$ cat config.mk
export PLATFORM = sky130hd
export DESIGN_NAME = shift_left
export DESIGN_NICKNAME = d
export VERILOG_FILES = /design/src/rtl/shift_left_pkg.sv /design/src/rtl/shift_left_barrel.sv /design/src/rtl/shift_left.sv
export SDC_FILE = /design/constraint.sdc
export NUM_CORES = 1
export LEC_CHECK = 0
export ABC_AREA = 0
export CAP_MARGIN = 20
export CORE_ASPECT_RATIO = 1.4
export CORE_MARGIN = 2
export CORE_UTILIZATION = 45
export CTS_BUF_LIST = sky130_fd_sc_hd__clkbuf_2
export DETAILED_ROUTE_END_ITERATION = 10
export PLACE_DENSITY = 0.7
export SLEW_MARGIN = 20
export SYNTH_ARGS = -nofsm -noshare
export SYNTH_HDL_FRONTEND = slang
export SYNTH_HIERARCHICAL = 1
export SYNTH_SLANG_ARGS = --single-unit
export TNS_END_PERCENT = 20
$ cat constraint.sdc
create_clock -name clk -period 4.28 [get_ports clk]
set_clock_uncertainty 0.2 [all_clocks]
set_input_delay 0.856 -clock clk [delete_from_list [all_inputs] [get_ports clk]]
set_output_delay 0.856 -clock clk [all_outputs]
set_load 0.02 [all_outputs]
$ cat src/rtl/shift_left_pkg.sv
// Shared definitions for the shift_left block: default geometry and the
// shift-mode encoding used between the top and the barrel core.
package shift_left_pkg;

    localparam int SHL_DEFAULT_WIDTH = 32;
    localparam int SHL_DEFAULT_SHIFT = 2;

    typedef enum logic {
        SHL_LOGICAL = 1'b0,
        SHL_ROTATE  = 1'b1
    } shift_mode_e;

endpackage

$ cat src/rtl/shift_left_barrel.sv
// Combinational log2(N)-stage barrel shifter. Stage i moves the word left by
// 2**i when amount[i] is set. In logical mode the bits pushed past the MSB are
// OR-ed into lost. If amount >= N (only possible when N is not a power of two),
// the stages together push every bit out, so the result is 0 and lost = |data.
// In rotate mode the bits re-enter at the LSB and lost stays 0.
module shift_left_barrel
    import shift_left_pkg::*;
#(
    parameter int N       = SHL_DEFAULT_WIDTH,
    parameter int SHAMT_W = $clog2(N)
) (
    input  logic [N-1:0]       data,
    input  logic [SHAMT_W-1:0] amount,
    input  shift_mode_e        mode,
    output logic [N-1:0]       result,
    output logic               lost
);

    logic [N-1:0] cur_s;
    logic         lost_s;

    // Cascade of power-of-two shift stages; every stage shift (2**i) is < N.
    always_comb begin
        cur_s  = data;
        lost_s = 1'b0;
        for (int i = 0; i < SHAMT_W; i++) begin
            if (amount[i]) begin
                case (mode)
                    SHL_ROTATE: begin
                        cur_s = (cur_s << (32'd1 << i)) | (cur_s >> (N - (32'd1 << i)));
                    end
                    SHL_LOGICAL: begin
                        lost_s = lost_s | (|(cur_s >> (N - (32'd1 << i))));
                        cur_s  = cur_s << (32'd1 << i);
                    end
                    default: begin
                        cur_s  = {N{1'b0}};
                        lost_s = 1'b0;
                    end
                endcase
            end else begin
                // Stage bypassed: the word passes through unchanged.
                cur_s = cur_s;
            end
        end
    end

    assign result = cur_s;
    assign lost   = lost_s;

endmodule

$ cat src/rtl/shift_left.sv
// Registered left shifter. Default use is a constant shift by DEFAULT_SHIFT
// (word-to-byte address scaling); use_shamt selects a variable amount.
// Optional macro SHIFT_LEFT_ROTATE_EN adds a rotate input that turns the shift
// into a left rotation (ovf forced to 0 while rotating).
module shift_left
    import shift_left_pkg::*;
#(
    parameter int N             = SHL_DEFAULT_WIDTH,
    parameter int SHAMT_W       = $clog2(N),
    parameter int DEFAULT_SHIFT = SHL_DEFAULT_SHIFT
) (
    input  logic               clk,
    input  logic               reset,
    input  logic [N-1:0]       A,
    input  logic               in_valid,
    input  logic               use_shamt,
    input  logic [SHAMT_W-1:0] shamt,
`ifdef SHIFT_LEFT_ROTATE_EN
    input  logic               rotate,
`endif
    output logic [N-1:0]       B,
    output logic               out_valid,
    output logic               ovf
);

    logic [SHAMT_W-1:0] amount_s;
    shift_mode_e        mode_s;
    logic [N-1:0]       shifted_s;
    logic               lost_s;
    logic               ovf_next_s;

    // Pick the shift amount: variable input or the fixed scaling constant.
    always_comb begin
        if (use_shamt) begin
            amount_s = shamt;
        end else begin
            amount_s = SHAMT_W'(DEFAULT_SHIFT);
        end
    end

    // Pick the shift mode; without the rotate option it is always logical.
    always_comb begin
`ifdef SHIFT_LEFT_ROTATE_EN
        if (rotate) begin
            mode_s = SHL_ROTATE;
        end else begin
            mode_s = SHL_LOGICAL;
        end
`else
        mode_s = SHL_LOGICAL;
`endif
    end

    shift_left_barrel #(
        .N       (N),
        .SHAMT_W (SHAMT_W)
    ) u_barrel (
        .data   (A),
        .amount (amount_s),
        .mode   (mode_s),
        .result (shifted_s),
        .lost   (lost_s)
    );

    // Overflow only has meaning for a logical shift; rotation loses nothing.
    always_comb begin
        if (mode_s == SHL_LOGICAL) begin
            ovf_next_s = lost_s;
        end else begin
            ovf_next_s = 1'b0;
        end
    end

    // Output registers: reset wins, a valid operand loads, otherwise hold data.
    always_ff @(posedge clk) begin
        if (reset) begin
            B         <= {N{1'b0}};
            ovf       <= 1'b0;
            out_valid <= 1'b0;
        end else if (in_valid) begin
            B         <= shifted_s;
            ovf       <= ovf_next_s;
            out_valid <= 1'b1;
        end else begin
            B         <= B;
            ovf       <= ovf;
            out_valid <= 1'b0;
        end
    end

endmodule

==> run summary, run 1 <==
dpl hpwl: 8620 um
Critical Path End Type: flop
fin crit share: 0.880
Critical Path End: ovf$_SDFFE_PP0P_
io pins: 75
Vias: 3356
number of nets still failing antenna checks after routing: 0
relative slew slack: 0.356
clk slew on worst S/H paths: 0.18 ns
number of global-route vias before repair: 3178
Initial Util: 0.462
R2R setup slack: 3.39 ns
Avg WL per Cell: 19.9 um
kind of critical path: in2reg
CTS buffer count: 5
Final Hold Viols: 0
worst path cell trace: clkdlybuf4s50_1 > and2_1 > buf_12 > mux4_2 > mux4_1 > nor4_1 > a41o_1 > a31oi_1 > mux2i_1 > nor2_1
DR vias/cell: 6.18
Die W: 79.4 um
Tot GR Track Use: 0.256
Post-Route Setup TNS: 0 ns
Sinks on Clock Net: 34
Reg-to-Reg End: ovf$_SDFFE_PP0P_
largest net degree at the start of global routing: 37
max-cap viol count: 0
cell family with the largest share of critical-path delay: multiplexers
Initial DRC Count: 333
I/O Buffers: 74
CTS root buffer: clkbuf_2
RSZ-0062 raised after global routing: no
Layout Nets: 482
worst-case clock buffer depth: 2
Slew @ Worst Pin: 0.967 ns
P_leak: 1.73 nW
# hold bufs at CTS: 0
Ys Warns: 6
CTS H-Tree Depth: 2
register area share after synthesis: 0.190
full die area: 0.00870 mm^2
GPL Wtd Cong: 1.06
syn avg cell area: 9.48 um^2
ys async rst share: 0
ratio of cells with drive above 1 in the final layout: 0.170
initial antenna violation count: 1
Chip Height: 110 um
GR Overflow Total: 0
EDFF count, synth: 0
wirelength, routed: 10800 um
ys flop type: dfxtp_1
WP data required: 4.33 ns
crit-path max FO: 36
Final Total Pwr: 0.00105 W
Buf/Inv on CP: 2
Fillers: 712
Fmax: 265 MHz
Worst Path Arrival: 3.82 ns
power per cell area: 238 mW/mm^2
CP Launch Type: input port
Setup crit start: use_shamt
cts repair resizes: 0
Worst R2R Path Depth: 2
status: completed
final slew viol count: 0
Setup Buffers After CTS: 0
critical path's slowest cell: mux4_2
row count: 38
first-pass GRT wire length: 16800 um
Worst VDD drop: 103 uV
P&R area growth vs syn: 22.6%
drt drc: 0
Hold Path Class: reg2reg
Gate Count Post-Synth: 378
# setup viols final: 0
Crit path depth: 10
Worst-Skew Late Latency: 0.33 ns
r2r startpoint: ovf$_SDFFE_PP0P_
flops & latches, synth: 34
CP peak stage delay: 0.57 ns
1st-pass router iterations: 5
post-synth cell types: 41
CTS tree: built
min Tclk post-route: 3.77 ns
core area: 0.00775 mm^2
Synth Cell Area: 0.00358 mm^2
==> routing by layer <==
metal,vias up,global-route usage,routed length (um),part of all wire
li1,1554,-,-,-
met1,1623,0.309,4200,0.39
met2,145,0.446,5580,0.52
met3,34,0.0189,468,0.043
met4,0,0.154,568,0.052
met5,-,0,0,0
==> worst min-delay path by stage <==
| stage | end | startpoint | cells after the start | slack, ns |
|---|---|---|---|---|
| finish | B[10]$_SDFFE_PP0P_ | B[10]$_SDFFE_PP0P_ | 2 | 0.32 |
| global route | B[16]$_SDFFE_PP0P_ | B[16]$_SDFFE_PP0P_ | 2 | 0.34 |
| CTS | B[9]$_SDFFE_PP0P_ | B[9]$_SDFFE_PP0P_ | 2 | 0.33 |
| detailed placement | B[9]$_SDFFE_PP0P_ | B[9]$_SDFFE_PP0P_ | 2 | 0.29 |
| global placement | B[24]$_SDFFE_PP0P_ | B[24]$_SDFFE_PP0P_ | 2 | 0.27 |
| floorplan | B[0]$_SDFFE_PP0P_ | B[0]$_SDFFE_PP0P_ | 2 | 0.38 |
==> placed cells by master (no fill, tap or decap), types with 2 or more instances in the layout <==
cell / n
a211oi_1: 3
a21oi_1: 14
a31oi_1: 2
and2_1: 4
buf_12: 2
buf_2: 2
buf_4: 11
clkbuf_2: 6
clkdlybuf4s50_1: 72
conb_1: 5
dfxtp_1: 34
inv_1: 7
inv_2: 2
mux2_2: 9
mux2i_1: 49
mux4_1: 8
mux4_2: 40
nand2_1: 43
nand3_1: 15
nor2_1: 49
nor2b_1: 4
nor4_1: 3
o21ai_0: 9
o21ai_1: 27
o22ai_1: 2
o31ai_1: 2
o32ai_1: 2
==> report_power, final <==
| part | switching [W] | internal (W) | total, W |
|---|---|---|---|
| sequential | 0.0000150 | 0.000344 | 0.000359 |
| clock | 0.000101 | 0.0000403 | 0.000141 |
| combinational | 0.000288 | 0.000259 | 0.000547 |
==> Yosys cell counts (all sizes together), types with 3 or more instances <==
cell / number / area share
nor2: 49 / 0.051
and2: 4 / 0.0070
buf: 23 / 0.051
a211oi: 3 / 0.0063
mux4: 48 / 0.31
nor2b: 4 / 0.0070
inv: 9 / 0.0094
a21oi: 14 / 0.020
clkbuf: 12 / 0.013
nor4: 4 / 0.0087
nand3: 15 / 0.021
mux2i: 49 / 0.14
mux2: 9 / 0.028
o21ai: 36 / 0.050
dfxtp: 34 / 0.19
nand2: 43 / 0.045
==> per-stage QoR <==
step / instance area [um^2] / worst slack [ns] / hold WS, ns / utilization / std cells
4_1_cts: 4390 / 0.540 / 0.326 / 0.566 / 542
3_5_place_dp: 4350 / 0.114 / 0.288 / 0.561 / 534
2_1_floorplan: 3600 / 0.877 / 0.383 / - / 382
5_1_grt: 4390 / 0.392 / 0.344 / 0.567 / 543
6_report: 4390 / 0.512 / 0.319 / 0.567 / 543
3_3_place_gp: 4360 / 0.119 / 0.272 / 0.562 / 534
==> tightest hold or removal path: cells and delay by family (launching register included) <==
| kind | cells | cell delay (ns) |
|---|---|---|
| AND/OR/NAND/NOR | 1 | 0.07 |
| multiplexers | 1 | 0.06 |
| flip-flops | 1 | 0.36 |
==> logic make-up after synthesis <==
kind of cell           count (synthesis)  share of synthesized area
AO/OA/AOI/OAI                         70                      0.114
buffers and inverters                 44                     0.0730
flip-flops                            34                      0.190
multiplexers                         106                      0.475
other                                  1                    0.00105
AND/OR/NAND/NOR                      123                      0.147
==> state kept, by name, summed over array words and instances, names as in the netlist <==
| register | count |
|---|---|
| ovf | 1 |
| out_valid | 1 |
| B | 32 |
==> final cells by class <==
cell class	instances	area [um^2]	area share
antenna	1	2.50	0.000570
sequential	34	681	0.155
clock buffer	6	30.0	0.00684
multi-input combinational	304	2660	0.605
timing repair buffer	87	853	0.194
tap	100	125	0.0285
inverter	9	33.8	0.00769
clock inverter	2	8.76	0.00199
Power figures use the tool's default switching activity.
==> run 2: changes to the inputs <==
==> constraint.sdc (replaced) <==
create_clock -name clk -period 4.28 [get_ports clk]
set_clock_uncertainty 0.2 [all_clocks]
set_input_delay 0.642 -clock clk [delete_from_list [all_inputs] [get_ports clk]]
set_output_delay 0.642 -clock clk [all_outputs]
set_load 0.02 [all_outputs]
==> run 2 against run 1 <==
Sequential power hardly changed. Clock power hardly changed. Utilization is 0.60 points lower. Global-route usage is 1.1 points lower. Fmax is 2.4% higher. Via count is 1.0% lower. Power is 1.2% lower. Critical path depth is 1 lower. Critical endpoint unchanged. Cell count is 0.92% lower.
==> run summary, run 2 (same netlist as run 1, synthesis figures left out) <==
1st-pass router iterations: 6 (+1)
relative slew slack: 0.356 (+0.000773)
GR Overflow Total: 0 (unchanged)
CTS root buffer: clkbuf_2
Slew @ Worst Pin: 0.965 ns (-0.00116 ns)
r2r startpoint: ovf$_SDFFE_PP0P_
design area: 0.00435 mm^2 (-1.1%)
Net Sw Frac: 0.382 (-0.00351)
fin crit share: 0.860 (-0.0203)
CP peak stage delay: 0.69 ns (+0.12 ns)
max-cap viol count: 0 (unchanged)
leading cell type in the layout, fill and taps excluded: clkdlybuf4s50_1
# setup viols final: 0 (unchanged)
leading cell types in the layout, fill and taps excluded: clkdlybuf4s50_1, mux2i_1, nor2_1
Post-Route Setup TNS: 0 ns (unchanged)
RSZ-0062 raised after global routing: no
Vias: 3321 (-1.0%)
Reg power frac: 0.346 (+0.003)
core area: 0.00775 mm^2 (unchanged)
pre-CTS WS: 0.285 ns (+0.170 ns)
I/O Buffers: 74 (unchanged)
row count: 38 (unchanged)
min Tclk post-route: 3.68 ns (-0.0867 ns)
number of global-route vias before repair: 3104 (-2.3%)
wirelength, routed: 10300 um (-5.1%)
largest net degree at the start of global routing: 37 (unchanged)
CP dominant cell by count: mux4_1
full die area: 0.00870 mm^2 (unchanged)
Fmax: 272 MHz (+2.4%)
drt drc: 0 (unchanged)
# hold bufs at CTS: 0 (unchanged)
Fillers: 686 (-3.7%)
Initial DRC Count: 320 (-3.9%)
area of the multi-input gates: 0.00266 mm^2 (unchanged)
clk slew on worst S/H paths: 0.14 ns (-0.04 ns)
status: completed
CTS buffer count: 5 (unchanged)
number of nets still failing antenna checks after routing: 0 (unchanged)
dpl hpwl: 8110 um (-5.8%)
CTS H-Tree Depth: 2 (unchanged)
Layout Nets: 478 (-0.83%)
worst path cell trace: clkdlybuf4s50_1 > nand2b_2 > mux4_1 > mux4_1 > nor4_1 > a41o_1 > a31oi_1 > mux2i_1 > nor2_1
Avg WL per Cell: 19.1 um (-4.2%)
Chip Height: 110 um (unchanged)
hold path cells: 2 (unchanged)
Worst Path Arrival: 3.74 ns (-0.08 ns)
Pint: 0.000639 W (-0.64%)
Worst VDD drop: 115 uV (+12%)
Setup WS post-layout: 0.598 ns (+0.0867 ns)
CP Launch Type: input port
Initial Util: 0.462 (unchanged)
Final Hold Viols: 0 (unchanged)
combinational power share: 0.517 (-0.005)
WHS: 0.309 ns (-0.0102 ns)
DR vias/cell: 6.17 (-0.12%)
WP data required: 4.34 ns (about the same)
first-pass GRT wire length: 16300 um (-3.2%)
Largest Register: B
crit-path max FO: 18 (-50%)
Hold Path Class: reg2reg
Setup Buffers After CTS: 0 (unchanged)
DP Area: 0.00431 mm^2 (-0.98%)
worst-case clock buffer depth: 2 (unchanged)
P&R area growth vs syn: 21.3%
initial antenna violation count: 1 (unchanged)
FF/Latch Area: 681 um^2 (unchanged)
CTS tree: built
number of flip-flops in the largest register: 32 (unchanged)
kind of critical path: in2reg
Critical Path End Type: flop
GPL Wtd Cong: 0.972 (-8.5%)
largest registers: B (32), out_valid (1), ovf (1)
switching power total: 0.000395 W (-2.1%)
Tot GR Track Use: 0.245 (-0.0110)
io pins: 75 (unchanged)
Worst-Skew Late Latency: 0.38 ns (+0.05 ns)
final slew viol count: 0 (unchanged)
power per cell area: 238 mW/mm^2 (-0.15%)
Worst R2R Path Depth: 2 (unchanged)
Reg-to-Reg End: ovf$_SDFFE_PP0P_
critical path's slowest cell: mux4_1
Sinks on Clock Net: 34 (unchanged)
cts repair resizes: 0 (unchanged)
ratio of cells with drive above 1 in the final layout: 0.162 (-0.00721)
clock share of power: 0.137 (+0.002)
R2R setup slack: 3.43 ns (+0.04 ns)
worst hold endpoint: B[14]$_SDFFE_PP0P_
Die W: 79.4 um (unchanged)
Final Total Pwr: 0.00103 W (-1.2%)
P_leak: 1.70 nW (-1.5%)
hold_sp: B[14]$_SDFFE_PP0P_
[run 2: changes by cell type in the layout (fill, tap and decap cells not counted)]
cell,before,now
buf_12,2,1
buf_4,11,8
clkinv_1,1,0
clkinv_2,1,0
clkbuf_2,6,7
[run 2: through the flow]
stage	std cells	utilization
floorplan	382	-
global placement	530	0.557
detailed placement	530	0.556
CTS	537	0.560
global route	538	0.561
finish	538	0.561
[run 2: critical path: cells and delay by family]
kind / cells / cell delay (ns)
AND/OR/NAND/NOR: 3 / 0.86
multiplexers: 3 / 1.43
buffers and inverters: 1 / 0.48
AO/OA/AOI/OAI: 2 / 0.31
[run 2: how the worst max path moves through the flow]
stage | to | slack (ns) | from
6_report | ovf$_SDFFE_PP0P_ | 0.60 | use_shamt
5_1_grt | ovf$_SDFFE_PP0P_ | 0.48 | use_shamt
4_1_cts | ovf$_SDFFE_PP0P_ | 0.70 | use_shamt
3_5_place_dp | ovf$_SDFFE_PP0P_ | 0.28 | use_shamt
3_3_place_gp | ovf$_SDFFE_PP0P_ | 0.32 | shamt[1]
2_1_floorplan | ovf$_SDFFE_PP0P_ | 1.09 | shamt[2]
[run 2: routing by layer]
layer | routed length [um] | vias to the layer above | global-route usage
met2 | 5100 | 167 | 0.407
met3 | 538 | 41 | 0.0238
li1 | - | 1547 | -
met1 | 4020 | 1566 | 0.303
met5 | 0 | - | 0
met4 | 611 | 0 | 0.163
[run 2: final cells by class]
type / count / area share
Sequential cell: 34 / 0.157
Multi-Input combinational cell: 304 / 0.612
Antenna cell: 1 / 0.000576
Clock buffer: 7 / 0.00806
Timing Repair Buffer: 83 / 0.187
Inverter: 9 / 0.00777
Tap cell: 100 / 0.0288
[run 2: power by group through the flow]
stage	clock network (W)	registers (W)	logic [W]
2_1_floorplan	0	0.000397	0.000319
5_1_grt	0.000160	0.000362	0.000572
6_report	0.000142	0.000358	0.000534
3_5_place_dp	0	0.000366	0.000525
4_1_cts	0.000148	0.000359	0.000526
3_3_place_gp	0	0.000365	0.000521
==> run 3: changes to the inputs <==
Settings changed: CAP_MARGIN 20 to not set.
==> results of run 3 <==
Final layout, timing and power as in run 2 (identical DEF).
